$ cat src/rtl/cordic_pkg.sv
// Shared constants for the vector_angle CORDIC block: data widths, arctangent table,
// gain-compensation constant and FSM state type.
package cordic_pkg;

  localparam int unsigned FloatBits     = 32;
  localparam int unsigned IntBits       = 32;
  localparam int unsigned Guard         = 2;
  localparam int unsigned MaxIterations = 20;

  // 1/K for the CORDIC gain, Q16 (0.607253)
  localparam int unsigned KINV = 39797;

  typedef enum logic [2:0] {
    StIdle,
    StPre,
    StIter,
    StFinish,
    StDone
  } state_e;

  // atan(2^-i) in degrees, scaled by 2^16 and rounded to nearest.
  function automatic logic [31:0] atan_q16(input logic [4:0] i);
    logic [31:0] v;
    case (i)
      5'd0:    v = 32'd2949120;
      5'd1:    v = 32'd1740967;
      5'd2:    v = 32'd919879;
      5'd3:    v = 32'd466945;
      5'd4:    v = 32'd234379;
      5'd5:    v = 32'd117304;
      5'd6:    v = 32'd58666;
      5'd7:    v = 32'd29335;
      5'd8:    v = 32'd14668;
      5'd9:    v = 32'd7334;
      5'd10:   v = 32'd3667;
      5'd11:   v = 32'd1833;
      5'd12:   v = 32'd917;
      5'd13:   v = 32'd458;
      5'd14:   v = 32'd229;
      5'd15:   v = 32'd115;
      5'd16:   v = 32'd57;
      5'd17:   v = 32'd29;
      5'd18:   v = 32'd14;
      5'd19:   v = 32'd7;
      default: v = 32'd0;
    endcase
    return v;
  endfunction

endpackage

$ cat src/rtl/cordic_atan_rom.sv
// Combinational arctangent lookup, indexed by the CORDIC iteration counter and rescaled
// to the angle accumulator's fractional width.
module cordic_atan_rom
  import cordic_pkg::*;
#(
  parameter int unsigned ANG_FRAC = 16,
  parameter int unsigned AngW     = ANG_FRAC + 11
) (
  input  logic        [4:0]      idx,
  output logic signed [AngW-1:0] atan
);

  logic [31:0] base;

  assign base = atan_q16(idx);

  if (ANG_FRAC >= 16) begin : g_scale_up
    assign atan = AngW'(base) << (ANG_FRAC - 16);
  end else begin : g_scale_down
    assign atan = AngW'(base >> (16 - ANG_FRAC));
  end

endmodule

$ cat src/rtl/vector_angle.sv
// Iterative CORDIC vectoring: returns atan2(y,x) as integer degrees 0..359 and the
// gain-compensated magnitude, one micro-rotation per clock on a single shared datapath.
module vector_angle
  import cordic_pkg::*;
#(
  parameter int unsigned ITERATIONS = 16,
  parameter int unsigned FRAC_BITS  = 16,
  parameter int unsigned ANG_FRAC   = 16
) (
  input  logic                        clk,
  input  logic                        rst,
  input  logic                        in_valid,
  output logic                        in_ready,
  input  logic signed [FloatBits-1:0] x,
  input  logic signed [FloatBits-1:0] y,
  output logic                        out_valid,
  input  logic                        out_ready,
  output logic signed [IntBits-1:0]   angle,
  output logic signed [FloatBits-1:0] mag,
  output logic                        zero
);

  localparam int unsigned W  = FloatBits + Guard;
  localparam int unsigned ZW = ANG_FRAC + 11;
  localparam int unsigned PW = W + 18;

  localparam logic signed [ZW-1:0]        Z180   = ZW'(180) << ANG_FRAC;
  localparam logic signed [ZW-1:0]        Half   = ZW'(1) << (ANG_FRAC - 1);
  localparam logic signed [ZW-1:0]        Deg360 = ZW'(360);
  localparam logic signed [17:0]          KinvS  = 18'(KINV);
  localparam logic signed [FloatBits-1:0] MaxPos = {1'b0, {(FloatBits - 1){1'b1}}};

  if (ITERATIONS < 1 || ITERATIONS > MaxIterations) begin : g_bad_iterations
    $error("vector_angle: ITERATIONS must be in 1..20");
  end
  if (FRAC_BITS < 1 || FRAC_BITS >= FloatBits) begin : g_bad_frac_bits
    $error("vector_angle: FRAC_BITS must be in 1..FloatBits-1");
  end

  state_e                      state_q;
  logic                        in_ready_q;
  logic                        out_valid_q;
  logic signed [IntBits-1:0]   angle_q;
  logic signed [FloatBits-1:0] mag_q;
  logic                        zero_q;
  logic                        zero_in_q;
  logic signed [W-1:0]         x_q;
  logic signed [W-1:0]         y_q;
  logic signed [ZW-1:0]        z_q;
  logic        [4:0]           iter_q;

  logic signed [ZW-1:0]        atan;
  logic signed [W-1:0]         xs;
  logic signed [W-1:0]         ys;
  logic signed [W-1:0]         x_nx;
  logic signed [W-1:0]         y_nx;
  logic signed [ZW-1:0]        z_nx;
  logic signed [ZW-1:0]        z_abs;
  logic signed [ZW-1:0]        z_rnd;
  logic signed [ZW-1:0]        deg;
  logic signed [PW-1:0]        prod;
  logic signed [PW-1:0]        prod_sh;
  logic signed [FloatBits-1:0] mag_sat;

  cordic_atan_rom #(
    .ANG_FRAC(ANG_FRAC),
    .AngW    (ZW)
  ) u_atan_rom (
    .idx (iter_q),
    .atan(atan)
  );

  always_comb begin
    xs = x_q >>> iter_q;
    ys = y_q >>> iter_q;
    // Both updates use the pre-rotation x and y.
    if (!y_q[W-1]) begin
      x_nx = x_q + ys;
      y_nx = y_q - xs;
      z_nx = z_q + atan;
    end else begin
      x_nx = x_q - ys;
      y_nx = y_q + xs;
      z_nx = z_q - atan;
    end

    // Round to nearest degree, ties away from zero, then fold into 0..359.
    z_abs = z_q[ZW-1] ? -z_q : z_q;
    z_rnd = (z_abs + Half) >> ANG_FRAC;
    deg   = z_q[ZW-1] ? -z_rnd : z_rnd;
    if (deg < 0) begin
      deg = deg + Deg360;
    end else if (deg == Deg360) begin
      deg = '0;
    end

    prod    = PW'(x_q) * PW'(KinvS);
    prod_sh = prod >>> 16;
    if (prod_sh > PW'(MaxPos)) begin
      mag_sat = MaxPos;
    end else if (prod_sh < 0) begin
      mag_sat = '0;
    end else begin
      mag_sat = prod_sh[FloatBits-1:0];
    end
  end

  always_ff @(posedge clk) begin
    if (rst) begin
      state_q     <= StIdle;
      in_ready_q  <= 1'b1;
      out_valid_q <= 1'b0;
      angle_q     <= '0;
      mag_q       <= '0;
      zero_q      <= 1'b0;
      zero_in_q   <= 1'b0;
      x_q         <= '0;
      y_q         <= '0;
      z_q         <= '0;
      iter_q      <= '0;
    end else begin
      unique case (state_q)
        StIdle: begin
          if (in_valid) begin
            x_q        <= {{Guard{x[FloatBits-1]}}, x};
            y_q        <= {{Guard{y[FloatBits-1]}}, y};
            zero_in_q  <= (x == '0) && (y == '0);
            in_ready_q <= 1'b0;
            state_q    <= StPre;
          end
        end
        StPre: begin
          // Fold the left half-plane into the right so the rotations converge.
          if (x_q[W-1]) begin
            x_q <= -x_q;
            y_q <= -y_q;
            z_q <= Z180;
          end else begin
            z_q <= '0;
          end
          iter_q  <= '0;
          state_q <= StIter;
        end
        StIter: begin
          x_q <= x_nx;
          y_q <= y_nx;
          z_q <= z_nx;
          if (iter_q == 5'(ITERATIONS - 1)) begin
            state_q <= StFinish;
          end else begin
            iter_q <= iter_q + 5'd1;
          end
        end
        StFinish: begin
          if (zero_in_q) begin
            angle_q <= '0;
            mag_q   <= '0;
          end else begin
            angle_q <= IntBits'(deg);
            mag_q   <= mag_sat;
          end
          zero_q      <= zero_in_q;
          out_valid_q <= 1'b1;
          state_q     <= StDone;
        end
        StDone: begin
          if (out_ready) begin
            out_valid_q <= 1'b0;
            in_ready_q  <= 1'b1;
            state_q     <= StIdle;
          end
        end
        default: begin
          state_q <= StIdle;
        end
      endcase
    end
  end

  assign in_ready  = in_ready_q;
  assign out_valid = out_valid_q;
  assign angle     = angle_q;
  assign mag       = mag_q;
  assign zero      = zero_q;

endmodule
$ cat config.mk
export PLATFORM = sky130hd
export DESIGN_NAME = vector_angle
export DESIGN_NICKNAME = d
export VERILOG_FILES = /design/src/rtl/cordic_pkg.sv /design/src/rtl/cordic_atan_rom.sv /design/src/rtl/vector_angle.sv
export SDC_FILE = /design/constraint.sdc
export NUM_CORES = 2
export LEC_CHECK = 0
export CAP_MARGIN = 40
export CORE_MARGIN = 4
export CORE_UTILIZATION = 28
export CTS_BUF_LIST = sky130_fd_sc_hd__clkbuf_4 sky130_fd_sc_hd__clkbuf_8 sky130_fd_sc_hd__clkbuf_16
export CTS_CLUSTER_DIAMETER = 60
export DETAILED_ROUTE_END_ITERATION = 10
export PLACE_DENSITY = 0.53
export SLEW_MARGIN = 20
export SYNTH_ARGS = -nofsm -noshare
export SYNTH_HDL_FRONTEND = slang
export SYNTH_SLANG_ARGS = --single-unit
export TNS_END_PERCENT = 100
$ cat constraint.sdc
create_clock -name clk -period 9.5 [get_ports clk]
set_clock_uncertainty 0.1 [all_clocks]
set_input_delay 0.95 -clock clk [delete_from_list [all_inputs] [get_ports clk]]
set_output_delay 0.95 -clock clk [all_outputs]
set_load 0.005 [all_outputs]
; Word level (Yosys, flattened, before mapping)
; Memory sizes are Yosys's and may differ from the RTL's. A register that Yosys moved wholly into a read port is not among the register bits.
; Cells that the tools add are included.
; W data, S select, Z words.
[word_totals]
register_bits = 171
latch_bits = 0
mem_bits_rw = 0
romBits = 704
in_bits = 68
out_inout_bits = 67
wordCells = 90
memories = 1
[memory_table]
columns = name, depth, word_bits, read_ports, rd_ports_with_merged_regs, wr, line
row1 = (no name shown), 32, 22, 1, 1, 0, cordic_pkg.sv:24  ; case (i)
[op_classes]
add_sub_neg = 13
multipliers = 1
div_mod_pow = 0
magnitude_cmp = 3
eq_ne = 11
n_shift = 2
n_mux = 32
bitwise_logic = 0
n_reduce_logical = 15
[ops]
columns = op, n
row1 = $mux W34, 6
row2 = $pmux W34 S3, 2
row3 = $mux W27, 5
row4 = $mux W32, 4
row5 = $add A34 B34 Y34, 2
row6 = $neg A34 Y34, 2
row7 = $sshr A34 B5 Y34, 2
row8 = $sub A34 B34 Y34, 2
row9 = $logic_not A32 Y1, 2
row10 = $pmux W27 S2, 1
row11 = $mul A34 B17 Y51 const B, 1
row12 = $gt A35 B32 Y1 const B, 1
row13 = $lt A35 B1 Y1 const B, 1
row14 = $add A27 B10 Y27 const B, 1
row15 = $add A27 B17 Y27 const B, 1
row16 = $add A27 B27 Y27, 1
row17 = $eq A27 B10 Y1 const B, 1
row18 = $lt A27 B1 Y1 const B, 1
row19 = $neg A11 Y27, 1
row20 = $neg A27 Y27, 1
row21 = $sub A27 B27 Y27, 1
row22 = $mux W24, 1
row23 = $mux W5, 3
row24 = $pmux W3 S5, 1
row25 = other kinds (16), 33

; Longest topological paths before layout
[logic_depth]
ltp_word = 9
ltp_mapped = 30
mapped_depth_nobuf = 27

; Modules after synthesis
; From an unflattened synthesis, not the netlist that was laid out.
[hier_totals]
hier_cells = 3735
area_unflattened_um2 = 31197.4
[modules_own_cells]
columns = mod, instances, cells_each, area_each_um2, seq_area_each_um2
row1 = vector_angle, 1, 3631, 30534.3, 3323.2
row2 = cordic_atan_rom, 1, 104, 663.1, 0.0

; Least setup slack after synthesis
; OpenSTA, ideal clock, no wires.
[synth_timing]
path_kind = register -> register
from = register x_q[20]
to = register mag_q[25] (netlist: mag[25])
setup_time_ns = 0.122
arrival_ns = 6.829
required_ns = 9.278
slack_ns = 2.449
path_stages_with_launch = 28
n_path_buf = 2
period_less_slack_ns = 7.051
cell_sequence = dfxtp_1 -> inv_1 -> ha_1 -> inv_1 -> fa_1 -> fa_1 -> inv_1 -> fa_1 -> fa_1 -> inv_1 -> fa_1 -> inv_1 -> ha_1 -> a21o_1 -> a21oi_1 -> o21bai_1 -> a21o_1 -> a221oi_1 -> o21ai_0 -> a221o_1 -> a21oi_1 -> o41a_1 -> xnor2_1 -> or3_1 -> clkbuf_1 -> and2_1 -> clkbuf_1 -> a221o_1
[synth_between]
elab_chain_len = 5
word_cells_on_any_way = 6
cone_classes = 1 x mul / 2 x order compare / 3 x mux
[synth_lines]
columns = element, line
row1 = "start, declared", vector_angle.sv:47  ; logic signed [W-1:0] x_q;
row2 = "start signal, assigned", vector_angle.sv:125  ; x_q <= {{Guard{x[FloatBits-1]}}, x};
row3 = "start signal, assigned", vector_angle.sv:135  ; x_q <= -x_q;
row4 = "start signal, assigned", vector_angle.sv:145  ; x_q <= x_nx;
row5 = $mul A34 B17 Y51 (*), vector_angle.sv:97  ; prod = PW'(x_q) * PW'(KinvS);
row6 = $lt A35 B1 Y1, vector_angle.sv:101  ; end else if (prod_sh < 0) begin
row7 = $mux W32, vector_angle.sv:101
row8 = $mux W32 (*), vector_angle.sv:99  ; if (prod_sh > PW'(MaxPos)) begin
row9 = $mux W32 (*), vector_angle.sv:155  ; if (zero_in_q) begin
row10 = "end signal, assigned", vector_angle.sv:160  ; mag_q <= mag_sat;
row11 = "end, declared", vector_angle.sv:44  ; logic signed [FloatBits-1:0] mag_q;
; Mark *: on every way between the ends. The rest lies on a longest branch, timed or not.
; A chain may end at the register's enable or synchronous reset.

; Worst setup path after layout
[layout_timing]
from = register x_q[6]
to = register mag_q[29] (netlist: mag[29])
; The elaborated chain is that of the path after synthesis.

==> out/results.env <==
RESULT_OF_THE_RUN='finished clean'
ASYNCSETRESETFLOPFRACSYNTH_PCT=0
WORSTSETUPPATHTYPE='flop to flop'
NUMBER_OF_ANTENNA_VIOLATIONS_AT_THE_FIRST_CHECK_IN_GLOBAL_ROUTING=8
MIN_FROM='angle[13]'
CORE_AREA_UM2=114500
DETAIL_ROUTE.FIRST_PASS.ITERATIONS=6
FINALHOLDWORSTSLACK_NS=0.3526
CRITICAL_PATH_ARRIVAL_NS=8.58
SLEW_HEADROOM_PCT=36.77
REG2REG_TO='mag[29]'
CTS.PATH.MAX_BUFFERS=2
SYNTH_COMPOUND_AREA_SHARE_PCT=19.14
SYNTH_FLOP_CELL='sky130_fd_sc_hd__dfxtp_1'
PLACE.DETAILED.HPWL_UM=85330
DRT-TOTAL-WL_UM=106400
CP_DATA_REQUIRED_TIME_NS=9.80
SYN_AVG_CELL_AREA_UM2=8.252
CRIT_PATH_END_KIND='flop'
STARTPOINT_TYPE='flop'
SYNTHTOLAYOUTAREAGROWTH_PCT=10.87
CTS_BUFFERS=17
CTS_NUM_SINKS=188
REG2REG_START='x_q[6]'
DIE-AREA_UM2=121000
TIMING_MAX_TRANSITION_VIOLATIONS_FINAL=0
SYNTH.FF_LATCH_COUNT=188
BUFFER_PORTS.INSERTED=134
FIRST_GLOBAL_VIAS=27639
WORST_SLEW_PIN_SLEW_NS=0.9366
POST_CTS_RESIZE_COUNT=0
REPORTED_MAX_CAP_VIOLATION_COUNT=0
TIMING.HOLD.WORST_ENDPOINT='angle[13]'
DIE_WIDTH_UM=347.9
CTS_TREE='yes'
SYNTH_SEQ_AREA_SHARE_PCT=11.64
ACHIEVABLE-FREQUENCY_MHz=120.7
YOSYSWARNINGCOUNT=0
CTS_ROOT_BUFFER='sky130_fd_sc_hd__clkbuf_16'
ROUTE.DETAILED.VIAS_PER_INST=5.232
CTS_HOLD_BUFFERS=0
HP-CLASS='flop to flop'
GRT_FIRST_PASS_WIRELENGTH_UM=165800
FLOORPLAN.INITIALDENSITY_PCT=28.25
DRC_VIOLATION_COUNT_AFTER_ROUTING=0
POST_SYNTH_XOR_AREA_FRACTION_PCT=7.256
GRT_SETUP_UNREPAIRED='no'
POST_ROUTE_CELLS_DRIVE_ABOVE_1_SHARE_PCT=6.215
FINAL-HOLD-VIOLATION-COUNT=0
LAYOUT_COMMONEST_CELL='sky130_fd_sc_hd__inv_1'
FINAL_MIN_PERIOD_OVER_CLOCK_PERIOD_PCT=87.22
MAPPEDNETLISTAREA_UM2=32350
SYN-INSTANCE-COUNT=3920
DIE_Y_UM=347.9
SYNTH_ENABLE_FLOP_CELLS=0
DETAIL-ROUTE-ANTENNA-NETS=0
INITIALDRTVIOLATIONCOUNT=2098
GLOBALROUTE.TOTALOVERFLOW=0
ROWS=124
SYNTH_TOP_FAMILY_BY_AREA='adder cells'
SOURCE_TO_SINK_CLOCK_DELAY_AT_THE_LATER_PIN_OF_THE_WORST_SKEW_PAIR_NS=0.52
SYN-NUM-NETS=4614
SHARE_OF_CELL_AREA_TAKEN_BY_MUXES_AFTER_SYNTHESIS_PCT=7.949
HIGHEST_COUNT_CELLS_IN_THE_LAYOUT_IGNORING_FILL_AND_TAPS='542 x sky130_fd_sc_hd__inv_1, 363 x sky130_fd_sc_hd__ha_1, 300 x sky130_fd_sc_hd__nor2_1'
GRT_USE_TOTAL_PCT=17.25
R2R_SLACK_NS=1.21
WORST_SETUP_HOLD_PATH_CLK_SLEW_NS=0.08
CTS_SETUP_BUFFERS=0
WORST_SETUP_PATH_STARTPOINT='x_q[6]'
DETAIL_ROUTE.WL_PER_CELL_UM=19.48
FIN_TNS_SETUP_NS=0
WORST-PATH-MAX-FANOUT=25
WORST_R2R_PATH_DEPTH=24
POST_SYNTH_FA_HA_MAJ_AREA_FRACTION_PCT=30.32
PIN_COUNT_OF_THE_BIGGEST_NET_ENTERING_GLOBAL_ROUTING=72
HTREEDEPTH=4
NNETSFINAL=4623
FINALCOREUTILIZATION_PCT=31.32
NUM_VIAS=28561
SETUP_VIOL=0
POST_SYNTH_AND_OR_NAND_NOR_AREA_FRACTION_PCT=14.88
NUMBER_OF_UNIQUE_STANDARD_CELL_TYPES_USED_BY_SYNTHESIS=94
GLOBALPLACE.CONGESTION=0.9118
TOP_LEVEL_PORTS=135
WORST_HOLD_PATH.NUM_CELLS=1
FINALWORSTPATHREQUIREDPERIOD_NS=8.286
==> worst max path at each step <==
| stage | end | slack, ns | depth (start not counted) |
|---|---|---|---|
| 2_1_floorplan | mag[25] | 2.45 | 27 |
| 3_3_place_gp | mag[22] | 1.07 | 23 |
| 3_5_place_dp | mag[25] | 1.16 | 24 |
| 4_1_cts | mag[29] | 1.14 | 24 |
| 5_1_grt | mag[24] | 0.59 | 24 |
| 6_report | mag[29] | 1.21 | 24 |
==> critical path, cell delays in order (launching register included) <==
cell                       delay (ns)
sky130_fd_sc_hd__dfxtp_1         0.71
sky130_fd_sc_hd__inv_1           0.17
sky130_fd_sc_hd__ha_1            0.42
sky130_fd_sc_hd__inv_1           0.09
sky130_fd_sc_hd__fa_1            0.57
sky130_fd_sc_hd__fa_1            0.44
sky130_fd_sc_hd__fa_1            0.49
sky130_fd_sc_hd__inv_1           0.05
sky130_fd_sc_hd__fa_1            0.53
sky130_fd_sc_hd__inv_1           0.05
sky130_fd_sc_hd__fa_1            0.53
sky130_fd_sc_hd__inv_1           0.04
sky130_fd_sc_hd__ha_1            0.31
sky130_fd_sc_hd__nand3_1         0.09
sky130_fd_sc_hd__nor4b_1         0.30
sky130_fd_sc_hd__a211oi_1        0.08
sky130_fd_sc_hd__o21ai_0         0.21
sky130_fd_sc_hd__nand3b_1        0.32
sky130_fd_sc_hd__a211oi_1        0.60
sky130_fd_sc_hd__a21oi_1         0.23
sky130_fd_sc_hd__o41a_1          0.37
sky130_fd_sc_hd__xnor2_1         0.14
sky130_fd_sc_hd__or3_1           0.66
sky130_fd_sc_hd__and2_1          0.39
sky130_fd_sc_hd__a221o_1         0.29
==> Yosys cell counts, types with 17 or more instances <==
| library cell | instances | area, um2 |
|---|---|---|
| sky130_fd_sc_hd__and3_1 | 35 | 219.0 |
| sky130_fd_sc_hd__nor4_1 | 36 | 225.2 |
| sky130_fd_sc_hd__fa_1 | 263 | 5265 |
| sky130_fd_sc_hd__a22oi_1 | 35 | 262.8 |
| sky130_fd_sc_hd__nor2b_1 | 30 | 187.7 |
| sky130_fd_sc_hd__nand4_1 | 23 | 143.9 |
| sky130_fd_sc_hd__a211oi_1 | 30 | 225.2 |
| sky130_fd_sc_hd__clkbuf_1 | 124 | 465.5 |
| sky130_fd_sc_hd__o22ai_1 | 17 | 106.4 |
| sky130_fd_sc_hd__o21ai_0 | 169 | 845.8 |
| sky130_fd_sc_hd__nor2_1 | 302 | 1134 |
| sky130_fd_sc_hd__and2_1 | 26 | 162.7 |
| sky130_fd_sc_hd__nand2b_1 | 44 | 275.3 |
| sky130_fd_sc_hd__mux2i_1 | 39 | 390.4 |
| sky130_fd_sc_hd__a21o_1 | 80 | 600.6 |
| sky130_fd_sc_hd__inv_1 | 543 | 2038 |
| sky130_fd_sc_hd__or3_1 | 20 | 125.1 |
| sky130_fd_sc_hd__mux4_2 | 77 | 1734 |
| sky130_fd_sc_hd__xor2_1 | 80 | 700.7 |
| sky130_fd_sc_hd__mux2_2 | 28 | 315.3 |
| sky130_fd_sc_hd__a21oi_1 | 294 | 1471 |
| sky130_fd_sc_hd__a221oi_1 | 60 | 525.5 |
| sky130_fd_sc_hd__buf_1 | 34 | 127.6 |
| sky130_fd_sc_hd__o21a_1 | 29 | 217.7 |
| sky130_fd_sc_hd__nor3_1 | 85 | 425.4 |
| sky130_fd_sc_hd__nand2_1 | 266 | 998.5 |
| sky130_fd_sc_hd__ha_1 | 363 | 4542 |
| sky130_fd_sc_hd__o31ai_1 | 20 | 150.1 |
| sky130_fd_sc_hd__a31oi_1 | 48 | 300.3 |
| sky130_fd_sc_hd__nand3_1 | 69 | 345.3 |
| sky130_fd_sc_hd__o21bai_1 | 23 | 172.7 |
| sky130_fd_sc_hd__xnor2_1 | 188 | 1647 |
| sky130_fd_sc_hd__dfxtp_1 | 188 | 3764 |
==> stage by stage <==
step / area, um2 / setup WS, ns / cells
2_1_floorplan: 32350 / 2.449 / 3920
3_3_place_gp: 35060 / 1.069 / 5409
3_5_place_dp: 35240 / 1.158 / 5421
4_1_cts: 35850 / 1.140 / 5453
5_1_grt: 35850 / 0.5864 / 5454
6_report: 35860 / 1.214 / 5459
==> cell type report <==
| class | count | area, um2 |
|---|---|---|
| multi-input cells | 2997 | 25780 |
| clock inverters | 14 | 178.9 |
| clock buffers | 18 | 432.9 |
| repair buffers | 178 | 1740 |
| inverters | 547 | 2053 |
| diodes | 5 | 12.51 |
| fillers | 12190 | 78640 |
| well taps | 1512 | 1892 |
| flip-flops and latches | 188 | 3776 |
==> per-layer routing <==
metal	vias to the layer above	global-route usage (%)	share of wire, %
met5	-	0	0.056
met4	10	4.203	2.1
met3	116	2.809	5.6
met2	775	28.55	47
met1	13997	23.51	45
li1	13663	-	-
==> cells by family after synthesis <==
kind of cell,Yosys count
simple gates,1003
compound gates,951
buf+inv,735
fa+ha+maj,626
xor+xnor,268
flops,188
mux,149
==> registers in the layout, summed over array words and instances, names as in the netlist <==
name	flops
zero_in_q	1
u_atan_rom.base	22
y_q	34
mag	32
angle	27
z_q	27
out_valid	1
in_ready	1
iter_q	5
zero	1
x_q	34
state_q	3
Power is not shown: default switching activity piles up to over one toggle a cycle in this logic, so the estimate is an artifact.
